<file path="src/rtl/player_motion_if.sv">
// player_motion_if: tick/key/collision inputs and position/state
// outputs of the blue character's motion controller.
interface player_motion_if;
  logic       tick;
  logic       key_left;
  logic       key_right;
  logic       key_jump;
  logic [3:0] is_Collision;
  logic [9:0] x_blue;
  logic [8:0] y_blue;
  logic [1:0] state_o;
  logic       on_ground;

  modport master (
    output tick,
    output key_left,
    output key_right,
    output key_jump,
    output is_Collision,
    input  x_blue,
    input  y_blue,
    input  state_o,
    input  on_ground
  );

  modport slave (
    input  tick,
    input  key_left,
    input  key_right,
    input  key_jump,
    input  is_Collision,
    output x_blue,
    output y_blue,
    output state_o,
    output on_ground
  );
endinterface

</file>
<file path="src/rtl/player_motion.sv">
// player_motion: per-tick position and jump FSM for the blue
// character; 1 px per tick per axis, collision-gated.
module player_motion #(
  parameter logic [9:0] X_INIT = 10'd100,
  parameter logic [8:0] Y_INIT = 9'd300,
  parameter logic [9:0] X_MAX  = 10'd617,
  parameter logic [8:0] Y_MAX  = 9'd435,
  parameter logic [5:0] JUMP_H = 6'd40,
  parameter logic [3:0] APEX_T = 4'd4
) (
  input logic             clk,
  input logic             rst_n,
  player_motion_if.slave  bus
);

  typedef enum logic [1:0] {
    GROUND = 2'd0,
    RISE   = 2'd1,
    APEX   = 2'd2,
    FALL   = 2'd3
  } state_t;

  localparam logic [5:0] RISE_LAST = JUMP_H - 6'd1;
  localparam logic [5:0] APEX_LAST = {2'b00, APEX_T - 4'd1};

  state_t     state;
  state_t     state_nx;
  logic [9:0] x;
  logic [9:0] x_nx;
  logic [8:0] y;
  logic [8:0] y_nx;
  logic [5:0] cnt;
  logic [5:0] cnt_nx;
  logic       jump_prev;
  logic       jump_pend;
  logic       jump_now;
  logic       go_l;
  logic       go_r;
  logic       below;
  logic       above;

  // an edge coinciding with a tick is consumed by that tick
  assign jump_now = jump_pend | (bus.key_jump & ~jump_prev);
  assign below    = bus.is_Collision[0];
  assign above    = bus.is_Collision[1];

  assign go_l = bus.key_left & ~bus.key_right
              & ~bus.is_Collision[3] & (x != 10'd0);
  assign go_r = bus.key_right & ~bus.key_left
              & ~bus.is_Collision[2] & (x != X_MAX);

  always_comb begin
    x_nx = x;
    unique case (1'b1)
      go_l:    x_nx = x - 10'd1;
      go_r:    x_nx = x + 10'd1;
      default: x_nx = x;
    endcase
  end

  always_comb begin
    state_nx = state;
    y_nx     = y;
    cnt_nx   = cnt;
    case (state)
      GROUND: begin
        if (jump_now) begin
          if (!above && y != 9'd0) begin
            state_nx = RISE;
            cnt_nx   = 6'd0;
            y_nx     = y - 9'd1;
          end
        end else if (!below && y != Y_MAX) begin
          state_nx = FALL;
        end
      end
      RISE: begin
        if (above || y == 9'd0) begin
          state_nx = FALL;
          cnt_nx   = 6'd0;
        end else begin
          y_nx = y - 9'd1;
          if (cnt + 6'd1 == RISE_LAST) begin
            state_nx = APEX;
            cnt_nx   = 6'd0;
          end else begin
            cnt_nx = cnt + 6'd1;
          end
        end
      end
      APEX: begin
        if (below) begin
          state_nx = GROUND;
          cnt_nx   = 6'd0;
        end else if (cnt == APEX_LAST) begin
          state_nx = FALL;
          cnt_nx   = 6'd0;
        end else begin
          cnt_nx = cnt + 6'd1;
        end
      end
      FALL: begin
        if (below || y == Y_MAX) begin
          state_nx = GROUND;
        end else begin
          y_nx = y + 9'd1;
        end
      end
      default: state_nx = FALL;
    endcase
  end

  always_ff @(posedge clk or negedge rst_n) begin
    if (!rst_n) begin
      state     <= FALL;
      x         <= X_INIT;
      y         <= Y_INIT;
      cnt       <= 6'd0;
      jump_prev <= 1'b0;
      jump_pend <= 1'b0;
    end else begin
      jump_prev <= bus.key_jump;
      if (bus.tick) begin
        jump_pend <= 1'b0;
        state     <= state_nx;
        x         <= x_nx;
        y         <= y_nx;
        cnt       <= cnt_nx;
      end else if (jump_now) begin
        jump_pend <= 1'b1;
      end
    end
  end

  assign bus.x_blue    = x;
  assign bus.y_blue    = y;
  assign bus.state_o   = state;
  assign bus.on_ground = (state == GROUND);

endmodule
</file>
<file path="src/flat_wrapper.sv">
// flat-port wrapper written by rule: the top's interface ports become plain ports
module player_motion_flat 
#(
  parameter logic [9:0] X_INIT = 10'd100,
  parameter logic [8:0] Y_INIT = 9'd300,
  parameter logic [9:0] X_MAX  = 10'd617,
  parameter logic [8:0] Y_MAX  = 9'd435,
  parameter logic [5:0] JUMP_H = 6'd40,
  parameter logic [3:0] APEX_T = 4'd4
)
  (clk, rst_n, bus_tick, bus_key_left, bus_key_right, bus_key_jump, bus_is_Collision, bus_x_blue, bus_y_blue, bus_state_o, bus_on_ground);
  player_motion_if bus_i ();
  input logic clk;
  input logic rst_n;
  input wire logic [$bits(bus_i.tick)-1:0] bus_tick;
  input wire logic [$bits(bus_i.key_left)-1:0] bus_key_left;
  input wire logic [$bits(bus_i.key_right)-1:0] bus_key_right;
  input wire logic [$bits(bus_i.key_jump)-1:0] bus_key_jump;
  input wire logic [$bits(bus_i.is_Collision)-1:0] bus_is_Collision;
  output wire logic [$bits(bus_i.x_blue)-1:0] bus_x_blue;
  output wire logic [$bits(bus_i.y_blue)-1:0] bus_y_blue;
  output wire logic [$bits(bus_i.state_o)-1:0] bus_state_o;
  output wire logic [$bits(bus_i.on_ground)-1:0] bus_on_ground;
  assign bus_i.tick = bus_tick;
  assign bus_i.key_left = bus_key_left;
  assign bus_i.key_right = bus_key_right;
  assign bus_i.key_jump = bus_key_jump;
  assign bus_i.is_Collision = bus_is_Collision;
  assign bus_x_blue = bus_i.x_blue;
  assign bus_y_blue = bus_i.y_blue;
  assign bus_state_o = bus_i.state_o;
  assign bus_on_ground = bus_i.on_ground;
  player_motion #(.X_INIT(X_INIT), .Y_INIT(Y_INIT), .X_MAX(X_MAX), .Y_MAX(Y_MAX), .JUMP_H(JUMP_H), .APEX_T(APEX_T)) u_core (.clk(clk), .rst_n(rst_n), .bus(bus_i));
endmodule
</file>
<file path="config.mk">
export PLATFORM = sky130hd
export DESIGN_NAME = player_motion_flat
export DESIGN_NICKNAME = d
export VERILOG_FILES = /design/src/rtl/player_motion_if.sv /design/src/rtl/player_motion.sv /design/src/flat_wrapper.sv
export SDC_FILE = /design/constraint.sdc
export NUM_CORES = 1
export LEC_CHECK = 0
export CAP_MARGIN = 20
export CORE_MARGIN = 2
export CORE_UTILIZATION = 35
export CTS_CLUSTER_SIZE = 20
export DETAILED_ROUTE_END_ITERATION = 8
export HOLD_SLACK_MARGIN = 0.03
export PLACE_DENSITY = 0.6
export SKIP_CTS_REPAIR_TIMING = 1
export SYNTH_ARGS = -nofsm -noshare
export SYNTH_HDL_FRONTEND = slang
export SYNTH_SLANG_ARGS = --single-unit
</file>
<file path="constraint.sdc">
create_clock -name clk -period 5.1 [get_ports clk]
set_clock_uncertainty 0.1 [all_clocks]
set_input_delay 0.765 -clock clk [delete_from_list [all_inputs] [get_ports clk]]
set_output_delay 0.765 -clock clk [all_outputs]
set_load 0.02 [all_outputs]
</file>
After elaboration in Yosys (flattened, before gate mapping). Index checks and enable logic that the tools add are counted.

Add/subtract/negate cells: 5. Equal/unequal tests: 17. Multiplexer cells: 24. Bitwise gates (word level): 13. Reductions and logical operators: 18.

Operator list (number): $mux W6 (6); $mux W9 (4); $pmux W9 S3 (1); $pmux W10 S2 (1); $pmux W6 S3 (1); $mux W2 (8); $reduce_and A6 Y1 (2); $add A10 B1 Y10 const B (1); $ne A10 B10 Y1 const B (1); $reduce_bool A10 Y1 (1); $sub A10 B1 Y10 const B (1); $add A9 B1 Y9 const B (1); $eq A9 B9 Y1 const B (1); $logic_not A9 Y1 (1); $ne A9 B9 Y1 const B (1); $reduce_bool A9 Y1 (1); $sub A9 B1 Y9 const B (1); $pmux W2 S4 (1); $and A1 B1 Y1 (7); $add A6 B1 Y6 const B (1); $eq A6 B2 Y1 const B (1); $eq A6 B6 Y1 const B (1); $ne A2 B1 Y1 const B (3); $ne A3 B1 Y1 const B (2); 16 further kinds (28).

Bits in registers: 29. Input bits: 10. Output and inout port bits: 22. Word-level logic and storage cells: 83.

Longest topological paths before layout.
Depth after elaboration: 6. Mapped depth: 10. Depth with buffers taken out: 10.

Least setup slack after synthesis. Ideal clock, no wire load.

Path kind: input port to flip-flop. Start: in bus_key_left. End: reg u_core.x[9] (netlist: u_core.bus.x_blue[9]). Setup time: 80 ps. Arrival time: 2620 ps. Data required time: 4920 ps. Slack: 2300 ps. Cell stages on the path: 9. Buffers on the path: 0. Cells stage by stage: nor2_1 > and3_1 > inv_1 > ha_1 > or3_1 > or3_1 > o22ai_1 > mux2i_1 > xnor2_1.

Longest elaborated chain between the ends: 6. Elaborated cells on any way between the ends: 10. Those cells by class: 1 x mux; 7 x bitwise; 2 x reduce/logical.

RTL lines: start: declaration (RTL line flat_wrapper.sv:16) `input wire logic [$bits(bus_i.key_left)-1:0] bus_key_left;`; $not A1 Y1 (RTL line player_motion.sv:49) `assign go_r = bus.key_right & ~bus.key_left`; $and A1 B1 Y1 (RTL line player_motion.sv:49); $and A1 B1 Y1 (2 in series) (RTL line player_motion.sv:50) `& ~bus.is_Collision[2] & (x != X_MAX);`; $reduce_bool A2 Y1 (no line); $reduce_and A2 Y1 (no line); end signal: assignment (RTL line player_motion.sv:126) `x <= x_nx;`; end: declaration (RTL line player_motion.sv:28) `logic [9:0] x;`.

Several ways; a longest one is shown, not always the timed one. A chain may end at the register's enable or synchronous reset.

Final worst setup path.
Start: reg u_core.x[4] (netlist: u_core.bus.x_blue[4]). End: reg u_core.x[7] (netlist: u_core.bus.x_blue[7]).

Longest elaborated chain between the ends: 4. Elaborated cells on any way between the ends: 9. Those cells by class: 2 x add/sub; 1 x eq/ne; 1 x mux; 2 x bitwise; 3 x reduce/logical.

RTL lines: parallel branches: the longest is 4 deep, another holds $add A10 B1 Y10.

Several ways; the timed one is not identified.

==> flow_metrics.tcl <==
set metrics [dict create \
    cts_buffer_depth 2 \
    fmax_mhz 324 \
    hold_class "flip-flop to flip-flop" \
    area_delta_synth_final_pct 22.3 \
    drt-vias-per-instance 5.48 \
    worstSkewPairLatency_ns 0.29 \
    cp.arrival_ns 3.16 \
    worst_pin_slew_ns 0.704 \
    dp_slack_ns 1.73 \
    endpoint_kind "flip-flop" \
    relSlewSlack_pct 53.0 \
    ir_drop_mv 0.382 \
    grt_max_degree 30 \
    hold_slack_ns 0.416 \
    hold_viol 0 \
    syn_area_mm2 0.00224 \
    path_max_fanout 8 \
    die_w_um 84.1 \
    synth_seq_cells 29 \
    netlist_instances 233 \
    grt_pass1_wl_um 9130 \
    drv_slew 0 \
    htree_levels 2 \
    die_area_mm2 0.00707 \
    nets 304 \
    antenna_found_initial 0 \
    placementRows 29 \
    startpoint_type "flip-flop" \
    postLayoutCoreUtil_pct 43.7 \
    powerDensity_mw_per_mm2 718 \
    routed_wl_um 5300 \
    synthArstFlopShare_pct 100 \
    place.port_buffers 31 \
    start_util_pct 35.7 \
    setup_violations 0 \
    total_power_mw 1.97 \
    status "complete, no violations" \
    path_clk_slew_ns 0.07 \
    drive_gt1_share_pct 12.5 \
    setup_ws_ns 2.01 \
    crit_type "flip-flop to flip-flop" \
    required_ns 5.17 \
    finalCritPeriodShare_pct 60.6 \
    numCtsBuffers 5 \
    ys_types 52 \
    gr-total-overflow 0 \
    ant_nets 0 \
    synth_ff_type "dfrtp_1" \
    tns_ns 0 \
    route.detailed.drc 0 \
    cts_tree "built" \
    core_area_mm2 0.00628 \
    drv_cap 0 \
    wl_per_cell_um 15.2 \
    leakagePower_nw 1.13 \
    clock-root-buffer "clkbuf_8" \
    ys.warnings.count 0 \
    grt_pass1_vias 1877 \
    cts_num_sinks 29 \
    avgSynthCellArea_um2 9.63 \
    hpwl_um 3960 \
    grt_usage_pct 16.0 \
    chipHeight_um 84.1 \
    ys_seq_area_share_pct 32.8 \
    synth-edff-count 0 \
    place_congestion 0.827 \
    rsz0062_at_grt "no" \
    first_pass_iters 4 \
    drtIter0Drc 92 \
    vias 1912 \
    n_antenna_cell 0 \
    ios 32 \
    layout_min_cycle_time_ns 3.09 \
    synth_fp_nets 266 \
]
[per-layer routing]
| metal | track usage (%) | vias up | part of all wire (%) |
|---|---|---|---|
| met5 | 0 | - | 0 |
| li1 | - | 952 | - |
| met4 | 6.01 | 0 | 1.8 |
| met2 | 25.4 | 53 | 47 |
| met1 | 21.3 | 896 | 47 |
| met3 | 3.26 | 11 | 4.2 |
[placed cells by master (no fill, tap or decap), types with 2 or more instances in the layout]
| cell type | n |
|---|---|
| clkdlybuf4s50_1 | 31 |
| ha_1 | 21 |
| dfrtp_1 | 20 |
| nor2_1 | 17 |
| inv_1 | 16 |
| o21ai_0 | 15 |
| xnor2_1 | 12 |
| mux2_2 | 11 |
| a21oi_1 | 10 |
| nand3_1 | 10 |
| dfstp_2 | 9 |
| nand2_1 | 8 |
| nor3_1 | 6 |
| clkbuf_8 | 6 |
| nor4_1 | 5 |
| xor2_1 | 5 |
| o211ai_1 | 5 |
| o31ai_1 | 5 |
| nand2b_1 | 4 |
| nand4_1 | 3 |
| and3_1 | 3 |
| o21a_1 | 3 |
| a22o_1 | 3 |
| a21o_1 | 3 |
| and4_1 | 2 |
| nor2b_1 | 2 |
| and2_1 | 2 |
| nand3_2 | 2 |
| or3_1 | 2 |
| o41ai_1 | 2 |
| mux2i_1 | 2 |
| o21bai_1 | 2 |
| fa_1 | 2 |
| clkbuf_1 | 2 |
[final cells by class]
class	instances	area, um2
Inverter	16	60.1
Tap cell	77	96.3
Timing Repair Buffer	32	318
Sequential cell	29	737
Clock buffer	8	90.1
Fill cell	605	3530
Multi-Input combinational cell	187	1440
[per-stage QoR]
step	instances	instance area, um2
floorplan	233	2240
global placement	341	2650
detailed placement	341	2650
CTS	349	2740
global route	349	2740
finish	349	2740
[cell families after synthesis]
| kind of cell | count (synthesis) | synth area share, % |
|---|---|---|
| AO/OA/AOI/OAI | 63 | 20.4 |
| XOR/XNOR | 17 | 6.64 |
| adder cells (fa/ha/maj) | 23 | 13.5 |
| buffers and inverters | 17 | 2.90 |
| flip-flops | 29 | 32.9 |
| multiplexers | 14 | 6.92 |
| AND/OR/NAND/NOR | 70 | 16.8 |
[sequential cells by signal, summed over array words and instances, names as in the netlist]
name                flops
u_core.bus.x_blue      10
u_core.bus.y_blue       9
u_core.cnt              6
u_core.bus.state_o      2
u_core.jump_pend        1
u_core.jump_prev        1
[final timing paths]
| kind | start | end | slack [ns] | depth (start not counted) |
|---|---|---|---|---|
| min in group asynchronous | rst_n | u_core.bus.x_blue[9] | 0.76 | 2 |
| worst min register to register | u_core.bus.y_blue[8] | u_core.bus.y_blue[8] | 0.42 | 1 |
| worst min-delay path | u_core.bus.y_blue[8] | u_core.bus.y_blue[8] | 0.42 | 1 |
| worst max-delay path | u_core.bus.x_blue[4] | u_core.bus.x_blue[7] | 2.01 | 10 |
| max in group asynchronous | rst_n | u_core.bus.x_blue[6] | 3.81 | 2 |
| worst max register to register | u_core.bus.x_blue[4] | u_core.bus.x_blue[7] | 2.01 | 10 |
[where the power goes]
group          leakage (nW)  switching, mW  internal [mW]
sequential            0.345          0.126          0.354
clock                0.0455         0.0924          0.110
combinational         0.735          0.669          0.618
[Yosys cell counts (2+ instances only)]
master     n  area (um2)
nand3_1   10        50.1
nand3_2    2        20.0
nand2_1    8        30.0
dfstp_2    9         236
o21ai_0   15        75.1
nor2_1    17        63.8
or3_1      2        12.5
and4_1     2        17.5
o21bai_1   2        15.0
a22o_1     3        26.3
inv_1     16        60.1
nand2b_1   4        25.0
xnor2_1   12         105
a21o_1     3        22.5
and2_1     2        12.5
nor4_1     5        31.3
o31ai_1    5        37.5
nor2b_1    2        12.5
a21oi_1   10        50.1
o211ai_1   5        37.5
fa_1       2        40.0
dfrtp_1   20         500
xor2_1     5        43.8
mux2_2    11         124
o21a_1     3        22.5
and3_1     3        18.8
mux2i_1    2        20.0
nand4_1    3        18.8
o41ai_1    2        17.5
nor3_1     6        30.0
ha_1      21         263
[critical path: stages (launching register included)]
cell      delay, ns
dfrtp_1        0.42
nor4_1         0.42
nand4_1        0.21
and3_1         0.24
inv_1          0.21
ha_1           0.28
a21oi_1        0.18
o211ai_1       0.20
o41ai_1        0.35
xnor2_1        0.10
mux2_2         0.26
Note: power is estimated with default switching activity, not from simulation.
